**config.mk**
```make
export PLATFORM = sky130hd
export DESIGN_NAME = music_sequencer
export DESIGN_NICKNAME = d
export VERILOG_FILES = /design/src/rtl/music_pkg.sv /design/src/rtl/tempo_tick_gen.sv /design/src/rtl/music_sequencer.sv
export SDC_FILE = /design/constraint.sdc
export NUM_CORES = 1
export LEC_CHECK = 0
export CAP_MARGIN = 15
export CORE_ASPECT_RATIO = 2
export CORE_UTILIZATION = 55
export CTS_CLUSTER_DIAMETER = 30
export DETAILED_ROUTE_END_ITERATION = 12
export DONT_BUFFER_PORTS = 1
export GPL_TIMING_DRIVEN = 0
export PLACE_DENSITY = 0.78
export SLEW_MARGIN = 20
export SYNTH_ARGS = -nofsm -noshare
export SYNTH_HDL_FRONTEND = slang
export SYNTH_SLANG_ARGS = --single-unit
```
**constraint.sdc**
```tcl
create_clock -name clk -period 2.96 [get_ports clk]
set_input_delay 0.296 -clock clk [delete_from_list [all_inputs] [get_ports clk]]
set_output_delay 0.296 -clock clk [all_outputs]
set_load 0.02 [all_outputs]
```
**src/rtl/music_pkg.sv**
```systemverilog
// -----------------------------------------------------------------------------
// music_pkg
// Shared definitions for the music sequencer, the note ROM and the tone
// generator.
//   seq_state_t   sequencer FSM states (IDLE, PLAY, PAUSE)
//   NOTE_REST     note code meaning "silence"
//   TEMPO_*       encodings of the 2-bit tempo_sel control
//   tempo_divisor clk cycles per note step for a given tempo_sel
// -----------------------------------------------------------------------------
package music_pkg;

  typedef enum logic [1:0] {
    IDLE  = 2'd0,
    PLAY  = 2'd1,
    PAUSE = 2'd2
  } seq_state_t;

  localparam int NOTE_REST = 0;

  localparam logic [1:0] TEMPO_NORM = 2'b00;
  localparam logic [1:0] TEMPO_FAST = 2'b01;
  localparam logic [1:0] TEMPO_SLOW = 2'b10;

  // 2'b11 is not a named tempo and plays at normal speed.
  function automatic logic [31:0] tempo_divisor(input logic [1:0]  sel,
                                                input logic [31:0] base);
    case (sel)
      TEMPO_FAST: return base >> 1;
      TEMPO_SLOW: return base << 1;
      default:    return base;
    endcase
  endfunction

endpackage

```
**src/rtl/tempo_tick_gen.sv**
```systemverilog
// -----------------------------------------------------------------------------
// tempo_tick_gen
// Note-step timer for the music sequencer. Counts clk cycles while running
// and emits a one-cycle tick at the last cycle of every note step.
// Ports:
//   clk        in   system clock
//   rst        in   asynchronous, active-high reset
//   run        in   count this cycle (sequencer is playing and not pausing)
//   restart    in   clear the count and latch a fresh divisor
//   tempo_sel  in   requested tempo (TEMPO_NORM/FAST/SLOW)
//   tick       out  1-cycle pulse: current note step ends on this edge
// -----------------------------------------------------------------------------
module tempo_tick_gen
  import music_pkg::*;
#(
  parameter int TICK_DIV = 1_000_000,
  parameter int CNT_W    = 27
) (
  input  logic       clk,
  input  logic       rst,
  input  logic       run,
  input  logic       restart,
  input  logic [1:0] tempo_sel,
  output logic       tick
);

  logic [CNT_W-1:0] tick_cnt;
  logic [CNT_W-1:0] div_q;
  logic [CNT_W-1:0] div_sel;
  logic             at_last;

  assign div_sel = CNT_W'(tempo_divisor(tempo_sel, 32'(TICK_DIV)));
  assign at_last = (tick_cnt == (div_q - CNT_W'(1)));
  assign tick    = run && at_last;

  // div_q only changes on a note boundary (wrap) or at a fresh start, so a
  // tempo change requested mid-note never alters the length of that note.
  always_ff @(posedge clk or posedge rst) begin
    if (rst) begin
      tick_cnt <= '0;
      div_q    <= CNT_W'(TICK_DIV);
    end else if (restart) begin
      tick_cnt <= '0;
      div_q    <= div_sel;
    end else if (tick) begin
      tick_cnt <= '0;
      div_q    <= div_sel;
    end else if (run) begin
      tick_cnt <= tick_cnt + CNT_W'(1);
    end
  end

endmodule

```
**src/rtl/music_sequencer.sv**
```systemverilog
// -----------------------------------------------------------------------------
// music_sequencer
// Walks the music note ROM one address per tempo tick and forwards the note
// codes to the tone generator. Supports play / pause / stop pulses, looping
// and three tempos.
// Ports:
//   clk        in   system clock
//   rst        in   asynchronous, active-high reset
//   play       in   pulse: start from IDLE, resume from PAUSE
//   pause      in   pulse: freeze playback (only honoured in PLAY)
//   stop       in   pulse: abort from any state, back to address 0
//   loop_en    in   level: wrap to address 0 at song end instead of finishing
//   tempo_sel  in   00 normal, 01 fast, 10 slow, 11 normal
//   rom_addr   out  address to the sync note ROM (1-cycle read latency)
//   rom_note   in   ROM data for the previous cycle's rom_addr
//   note_out   out  note code to the tone generator, 0 unless playing
//   note_valid out  qualifier for note_out: high exactly when note_out is a
//                   non-rest note; there is no back-pressure, the tone
//                   generator simply samples note_out/note_valid every cycle
//   busy       out  state is PLAY or PAUSE
//   done       out  1-cycle pulse when a non-looping song finishes
//   dbg_state  out  current FSM state, for observation only
// Control priority within one cycle: stop > pause > play. Pulses that make no
// sense in the current state are dropped.
// -----------------------------------------------------------------------------
module music_sequencer
  import music_pkg::*;
#(
  parameter int TICK_DIV = 1_000_000,
  parameter int SONG_LEN = 201,
  parameter int ADDR_W   = 8,
  parameter int NOTE_W   = 8,
  parameter int CNT_W    = 27
) (
  input  logic              clk,
  input  logic              rst,
  input  logic              play,
  input  logic              pause,
  input  logic              stop,
  input  logic              loop_en,
  input  logic [1:0]        tempo_sel,
  output logic [ADDR_W-1:0] rom_addr,
  input  logic [NOTE_W-1:0] rom_note,
  output logic [NOTE_W-1:0] note_out,
  output logic              note_valid,
  output logic              busy,
  output logic              done,
  output seq_state_t        dbg_state
);

  localparam logic [ADDR_W-1:0] LAST_ADDR = ADDR_W'(SONG_LEN - 1);

  seq_state_t        state_q, state_d;
  logic [ADDR_W-1:0] addr_q, addr_d;
  logic              done_d;
  logic              restart;
  logic              run;
  logic              tick;

  // The timer only advances in cycles that stay in PLAY: a pause pulse
  // freezes the count on the very cycle it arrives, so the remaining part of
  // the note is played in full after resuming.
  assign run = (state_q == PLAY) && !pause && !stop;

  tempo_tick_gen #(
    .TICK_DIV (TICK_DIV),
    .CNT_W    (CNT_W)
  ) u_tick (
    .clk       (clk),
    .rst       (rst),
    .run       (run),
    .restart   (restart),
    .tempo_sel (tempo_sel),
    .tick      (tick)
  );

  // Next-state, next-address and done decode.
  always_comb begin
    state_d = state_q;
    addr_d  = addr_q;
    done_d  = 1'b0;
    restart = 1'b0;

    if (stop) begin
      // Stop also clears the timer; the divisor it latches is irrelevant
      // because the next start from IDLE latches it again. Stop taking
      // precedence over the final tick is what keeps done low here.
      state_d = IDLE;
      addr_d  = '0;
      restart = 1'b1;
    end else begin
      case (state_q)
        IDLE: begin
          if (play) begin
            state_d = PLAY;
            addr_d  = '0;
            restart = 1'b1;
          end
        end
        PLAY: begin
          if (pause) begin
            state_d = PAUSE;
          end else if (tick) begin
            if (addr_q == LAST_ADDR) begin
              addr_d = '0;
              if (!loop_en) begin
                state_d = IDLE;
                done_d  = 1'b1;
              end
            end else begin
              addr_d = addr_q + ADDR_W'(1);
            end
          end
        end
        PAUSE: begin
          if (play) begin
            state_d = PLAY;
          end
        end
        default: begin
          state_d = IDLE;
          addr_d  = '0;
        end
      endcase
    end
  end

  always_ff @(posedge clk or posedge rst) begin
    if (rst) begin
      state_q <= IDLE;
      addr_q  <= '0;
      done    <= 1'b0;
      busy    <= 1'b0;
    end else begin
      state_q <= state_d;
      addr_q  <= addr_d;
      done    <= done_d;
      busy    <= (state_d != IDLE);
    end
  end

  // rom_note already lags rom_addr by one cycle; registering it here gives
  // two cycles from an address change to note_out. Gating with the current
  // state mutes the output on the first edge after leaving PLAY.
  always_ff @(posedge clk or posedge rst) begin
    if (rst) begin
      note_out   <= '0;
      note_valid <= 1'b0;
    end else if (state_q == PLAY) begin
      note_out   <= rom_note;
      note_valid <= (rom_note != NOTE_W'(NOTE_REST));
    end else begin
      note_out   <= '0;
      note_valid <= 1'b0;
    end
  end

  assign rom_addr  = addr_q;
  assign dbg_state = state_q;

endmodule

```
Word-level counts from Yosys, hierarchy flattened --
Index checks and enable logic that the tools add are counted.
Cells by class: add/sub/neg operators 3, equal/unequal tests 10, muxes and demuxes 30, reductions and logical operators 12
Operators by type and width (number):
- $mux W27 | 5
- $mux W8 | 6
- $pmux W21 S2 | 1
- $add A27 B1 Y27 const B | 1
- $eq A27 B27 Y1 | 1
- $sub A27 B1 Y27 const B | 1
- $pmux W8 S3 | 1
- $mux W2 | 6
- $mux W1 | 10
- $ne A3 B3 Y1 const B | 3
- $add A8 B1 Y8 const B | 1
- $eq A8 B8 Y1 const B | 1
- $reduce_bool A8 Y1 | 1
- $eq A2 B1 Y1 const B | 2
- $eq A2 B2 Y1 const B | 2
- $pmux W2 S2 | 1
- $reduce_and A4 Y1 | 1
- $reduce_bool A2 Y1 | 2
- $logic_and A1 B1 Y1 | 3
- $reduce_bool A3 Y1 | 1
- $logic_not A1 Y1 | 2
- $logic_not A2 Y1 | 1
- $ne A2 B2 Y1 const B | 1
- $reduce_or A2 Y1 | 1
Word-level totals: register bits 75, input bits 16, output and inout bits 21, word-level logic and storage cells 63

Longest topological paths before layout --
word-level depth 9, mapped depth 13, depth with buffers taken out 9

By module --
From an unflattened synthesis, not the netlist that was laid out.
Unflattened totals: cell total of the unflattened synthesis 316, area total of the unflattened synthesis 3066.7 sq um
By module, submodules not included:
- tempo_tick_gen | times used 1, cells an instance 221, area an instance 2049.5 sq um, sequential area each 829.5 sq um
- music_sequencer | times used 1, cells an instance 95, area an instance 1017.2 sq um, sequential area each 525.5 sq um

Worst setup path before layout --
Ideal clock, no wire load.
path kind flip-flop to flip-flop, from reg u_tick.div_q[13], to reg u_tick.div_q[10], arrival time 3.114 ns, required time 2.835 ns, setup slack -0.279 ns, cell stages (with the launch flop) 12, path buffers 2, period minus slack after synthesis 3.239 ns, cell sequence dfrtp_1 buf_2 inv_1 ha_1 or4b_4 mux2i_1 or3b_4 nor4_4 or3b_4 nand2b_1 buf_2 mux2_2
On the way: cells in the longest elaborated chain, start to end 4
Ends and longest elaborated chain:
- start: declaration | line tempo_tick_gen.sv:28 | logic [CNT_W-1:0] div_q;
- start signal: assignment | line tempo_tick_gen.sv:41 | div_q <= CNT_W'(TICK_DIV);
- start signal: assignment | line tempo_tick_gen.sv:44 | div_q <= div_sel;
- start signal: assignment | line tempo_tick_gen.sv:47 | div_q <= div_sel;
- $sub A27 B1 Y27 | line tempo_tick_gen.sv:33 | assign at_last = (tick_cnt == (div_q - CNT_W'(1)));
- $eq A27 B27 Y1 | line tempo_tick_gen.sv:33
- $logic_and A1 B1 Y1 | line tempo_tick_gen.sv:34 | assign tick = run && at_last;
- $reduce_bool A2 Y1 (no line)
No other way between the ends. A chain may end at the register's enable or synchronous reset.

Worst setup path after layout --
from reg u_tick.div_q[14], to reg u_tick.tick_cnt[3]
On the way: cells in the longest elaborated chain, start to end 5, elaborated cells on any way between the ends 6, those cells by class add/sub: 1; eq/ne: 1; mux: 2; reduce/logical: 2
Ends and longest elaborated chain:
- $sub A27 B1 Y27 * | line tempo_tick_gen.sv:33
- $eq A27 B27 Y1 * | line tempo_tick_gen.sv:33
- $logic_and A1 B1 Y1 * | line tempo_tick_gen.sv:34
- $mux W27 | line tempo_tick_gen.sv:45 | end else if (tick) begin
- $mux W27 | line tempo_tick_gen.sv:42 | end else if (restart) begin
- end signal: assignment | line tempo_tick_gen.sv:49 | tick_cnt <= tick_cnt + CNT_W'(1);
- end: declaration | line tempo_tick_gen.sv:27 | logic [CNT_W-1:0] tick_cnt;
Every way passes the cells marked *; elsewhere a longest branch is shown, timed or not.

==> results.sh <==
export IMPL_ys_types=52
export IMPL_dpl_cell_count=387
export IMPL_io_buffer_count=0
export IMPL_wl_per_cell_um=16.5
export IMPL_pwr_share_clk=0.305
export IMPL_syn_cell_area_um2=3080
export IMPL_fin_cells=404
export IMPL_ant_nets=0
export IMPL_ys_flop_type="dfrtp_1"
export IMPL_clkTransAtPathRegs_ns=0.10
export IMPL_status="complete, but fails checks"
export IMPL_num_rows=38
export IMPL_vias=2451
export IMPL_area_delta_synth_final_pct=13.2
export IMPL_drc=0
export IMPL_clkLatencyLatePin_ns=0.32
export IMPL_min_period_ns=3.00
export IMPL_die_area_um2=5920
export IMPL_clockRootBuffer="clkbuf_8"
export IMPL_ir_drop_mv=0.349
export IMPL_cp_start_kind="flop"
export IMPL_diodes=0
export IMPL_final_setup_skew_ns=0.00863
export IMPL_cp_num_buf_inv=5
export IMPL_max_freq_mhz=334
export IMPL_netlist_top_cells_area="dfrtp_1, xnor2_1, nor2_1"
export IMPL_required_ns=3.18
export IMPL_swShare=0.281
export IMPL_ys_seq_area_frac=0.440
export IMPL_crit_start="u_tick.div_q[14]"
export IMPL_grt_pass1_wl_mm=10.6
export IMPL_period_share=1.01
export IMPL_synthCells=326
export IMPL_overflow=0
export IMPL_violations="negative setup slack"
export IMPL_slowest_stage="dfstp_2"
export IMPL_crit_arrival_ns=3.22
export IMPL_nets=368
export IMPL_ys_warn_count=0
export IMPL_worst_pin_slew_ns=0.707
export IMPL_setup_slack_ns=-0.0355
export IMPL_p_comb_frac=0.160
export IMPL_numCtsBuffers=5
export IMPL_drv_cap=0
export IMPL_critical_path_endpoint_type="flop"
export IMPL_worstPathMaxFanout=6
export IMPL_rrSetupSlack_ns=-0.04
export IMPL_chipWidth_um=54.9
export IMPL_hold_violations=0
export IMPL_cts_sinks=54
export IMPL_dpl_hpwl_mm=4.88
export IMPL_slew_headroom=0.529
export IMPL_grt_use_total=0.247
export IMPL_critPathTopFamily="simple AND/OR/NAND/NOR gates"
export IMPL_drt_iter0_drc=62
export IMPL_antenna_found_initial=0
export IMPL_async_reset_ff_frac=1.00
export IMPL_grt_setup_unrepaired="true"
export IMPL_synth_seq_cells=54
export IMPL_grt_max_degree=32
export IMPL_h_tree_depth=2
export IMPL_firstDrtPassIters=4
export IMPL_reg2reg_from="u_tick.div_q[14]"
export IMPL_clockBufferDepth=2
export IMPL_cts_tree="yes"
export IMPL_setup_viol=25
export IMPL_pre_cts_ws_ns=-0.264
export IMPL_synth_edf_count=0
export IMPL_fill_cells=449
export IMPL_wirelength_mm=6.66
export IMPL_critical_path_class="reg -> reg"
export IMPL_path_cells="inv_4 -> ha_4 -> buf_4 -> nor3b_1 -> nor3_1 -> a21oi_1 -> or4_4 -> or3b_4 -> nand2b_1 -> buf_6 -> buf_8 -> clkbuf_16 -> nor2_1"
export IMPL_hp_class="in -> reg"
export IMPL_drive_gt1_frac=0.180
export IMPL_leakage_nw=1.48
export IMPL_die_h_um=108
export IMPL_powerDensity_nw_per_um2=423
export IMPL_viasPerCell=6.07
export IMPL_gp_congestion=0.844
export IMPL_grt_pass1_vias=2483
export IMPL_initial_core_util=0.568
export IMPL_cp_slowest_stage_delay_ns=0.62
export IMPL_seqPwrFrac=0.535
export IMPL_drv_slew=0
export IMPL_synth_area_per_cell_um2=9.44
export IMPL_hp_start="loop_en"
export IMPL_ios=37
export IMPL_core_um2=5420
export IMPL_power_w=0.00147
export IMPL_syn_nets=351
export IMPL_setup_tns_ns=-0.435
export IMPL_p_sw_w=0.000413
export IMPL_synth_top_area_share=0.415
export IMPL_intPower_w=0.00106
export IMPL_yosysTopAreaCell="dfrtp_1"
## synthesized netlist by cell type (all sizes together) (7+ instances only)
library cell   n
a21oi          7
and2           9
and3           9
buf            9
dfrtp         51
ha             9
inv           15
nand2         20
nand3         19
nor2          46
nor3           9
nor4           7
o21ai         12
xnor2         20
xor2          13
## sequential cells by signal, summed over array words and instances (netlist names)
name and flops:
busy 1, dbg_state 2, done 1, note_out 8, note_valid 1, rom_addr 8
u_tick.div_q 6, u_tick.tick_cnt 27
## repair_timing
action                                  4_1_cts  5_1_grt
pin swaps                                     4        6
buffers inserted                              6        2
endpoints found under the setup margin       42       42
hold endpoints to repair                     23        0
gates resized for setup                      10       13
hold buffers                                  1        0
gates cloned                                  0        1
## layer usage
layer  vias up  share of wire  global-route usage
met1      1184           0.37               0.235
met2        80           0.56               0.453
met4         0          0.040               0.148
li1       1168              -                   -
met5         -              0                   0
met3        19          0.035              0.0381
## area by class of cell
class	instances	area (µm²)	share of cell area
buffer	12	96.3	0.0277
clock buffer	6	82.6	0.0237
clock inverter	2	17.5	0.00503
inverter	15	61.3	0.0176
multi-input combinational	244	1670	0.479
sequential	54	1360	0.389
tap	60	75.1	0.0216
timing repair buffer	11	128	0.0366
## power groups by stage
stage / Sequential [W] / Combinational, W / Clock, W
final: 0.000788 / 0.000235 / 0.000449
after global routing: 0.000792 / 0.000257 / 0.000476
after CTS: 0.000789 / 0.000217 / 0.000460
after detailed placement: 0.000798 / 0.000205 / 0
after global placement: 0.000797 / 0.000195 / 0
after floorplan: 0.000795 / 0.000161 / 0
## cell families (layout without fill, tap and decap cells)
family | after synthesis | after routing | synth area share
muxes | 8 | 8 | 0.0272
AOI/OAI and AO/OA | 41 | 41 | 0.0907
buffers and inverters | 28 | 46 | 0.0455
DFF | 54 | 54 | 0.440
xor gates and xnor gates | 33 | 33 | 0.0939
adders and majority gates | 9 | 9 | 0.0366
and+or+nand+nor | 153 | 153 | 0.266
## placed cells by master (no fill, tap or decap), types with 9 or more instances in the layout
cell,netlist,layout
dfrtp_1,51,51
nor2_1,46,36
nand2_1,20,20
xnor2_1,20,20
nand3_1,19,19
xor2_1,13,13
inv_1,14,12
o21ai_0,12,11
nor3_1,9,9
and2_1,9,9
and3_1,9,9
nor2_2,0,9
## path summary, 6_finish.rpt
| kind | endpoint | depth (start not counted) |
|---|---|---|
| worst max-delay path | u_tick.tick_cnt[3] | 13 |
| worst min-delay path | done | 1 |
| worst max register to register | u_tick.tick_cnt[3] | 13 |
| worst min register to register | u_tick.div_q[16] | 2 |
| max in group asynchronous | u_tick.div_q[14] | 3 |
| min in group asynchronous | note_out[0] | 2 |
## through the flow
stage                     utilization  hold slack (ns)  cell area [µm²]
after floorplan                     -            0.367             3110
after global placement          0.587            0.374             3180
after detailed placement        0.590            0.231             3200
after CTS                       0.627           0.0238             3400
after global routing            0.643           0.0371             3480
final                           0.643           0.0306             3480
(Power assumes the default switching activity.)
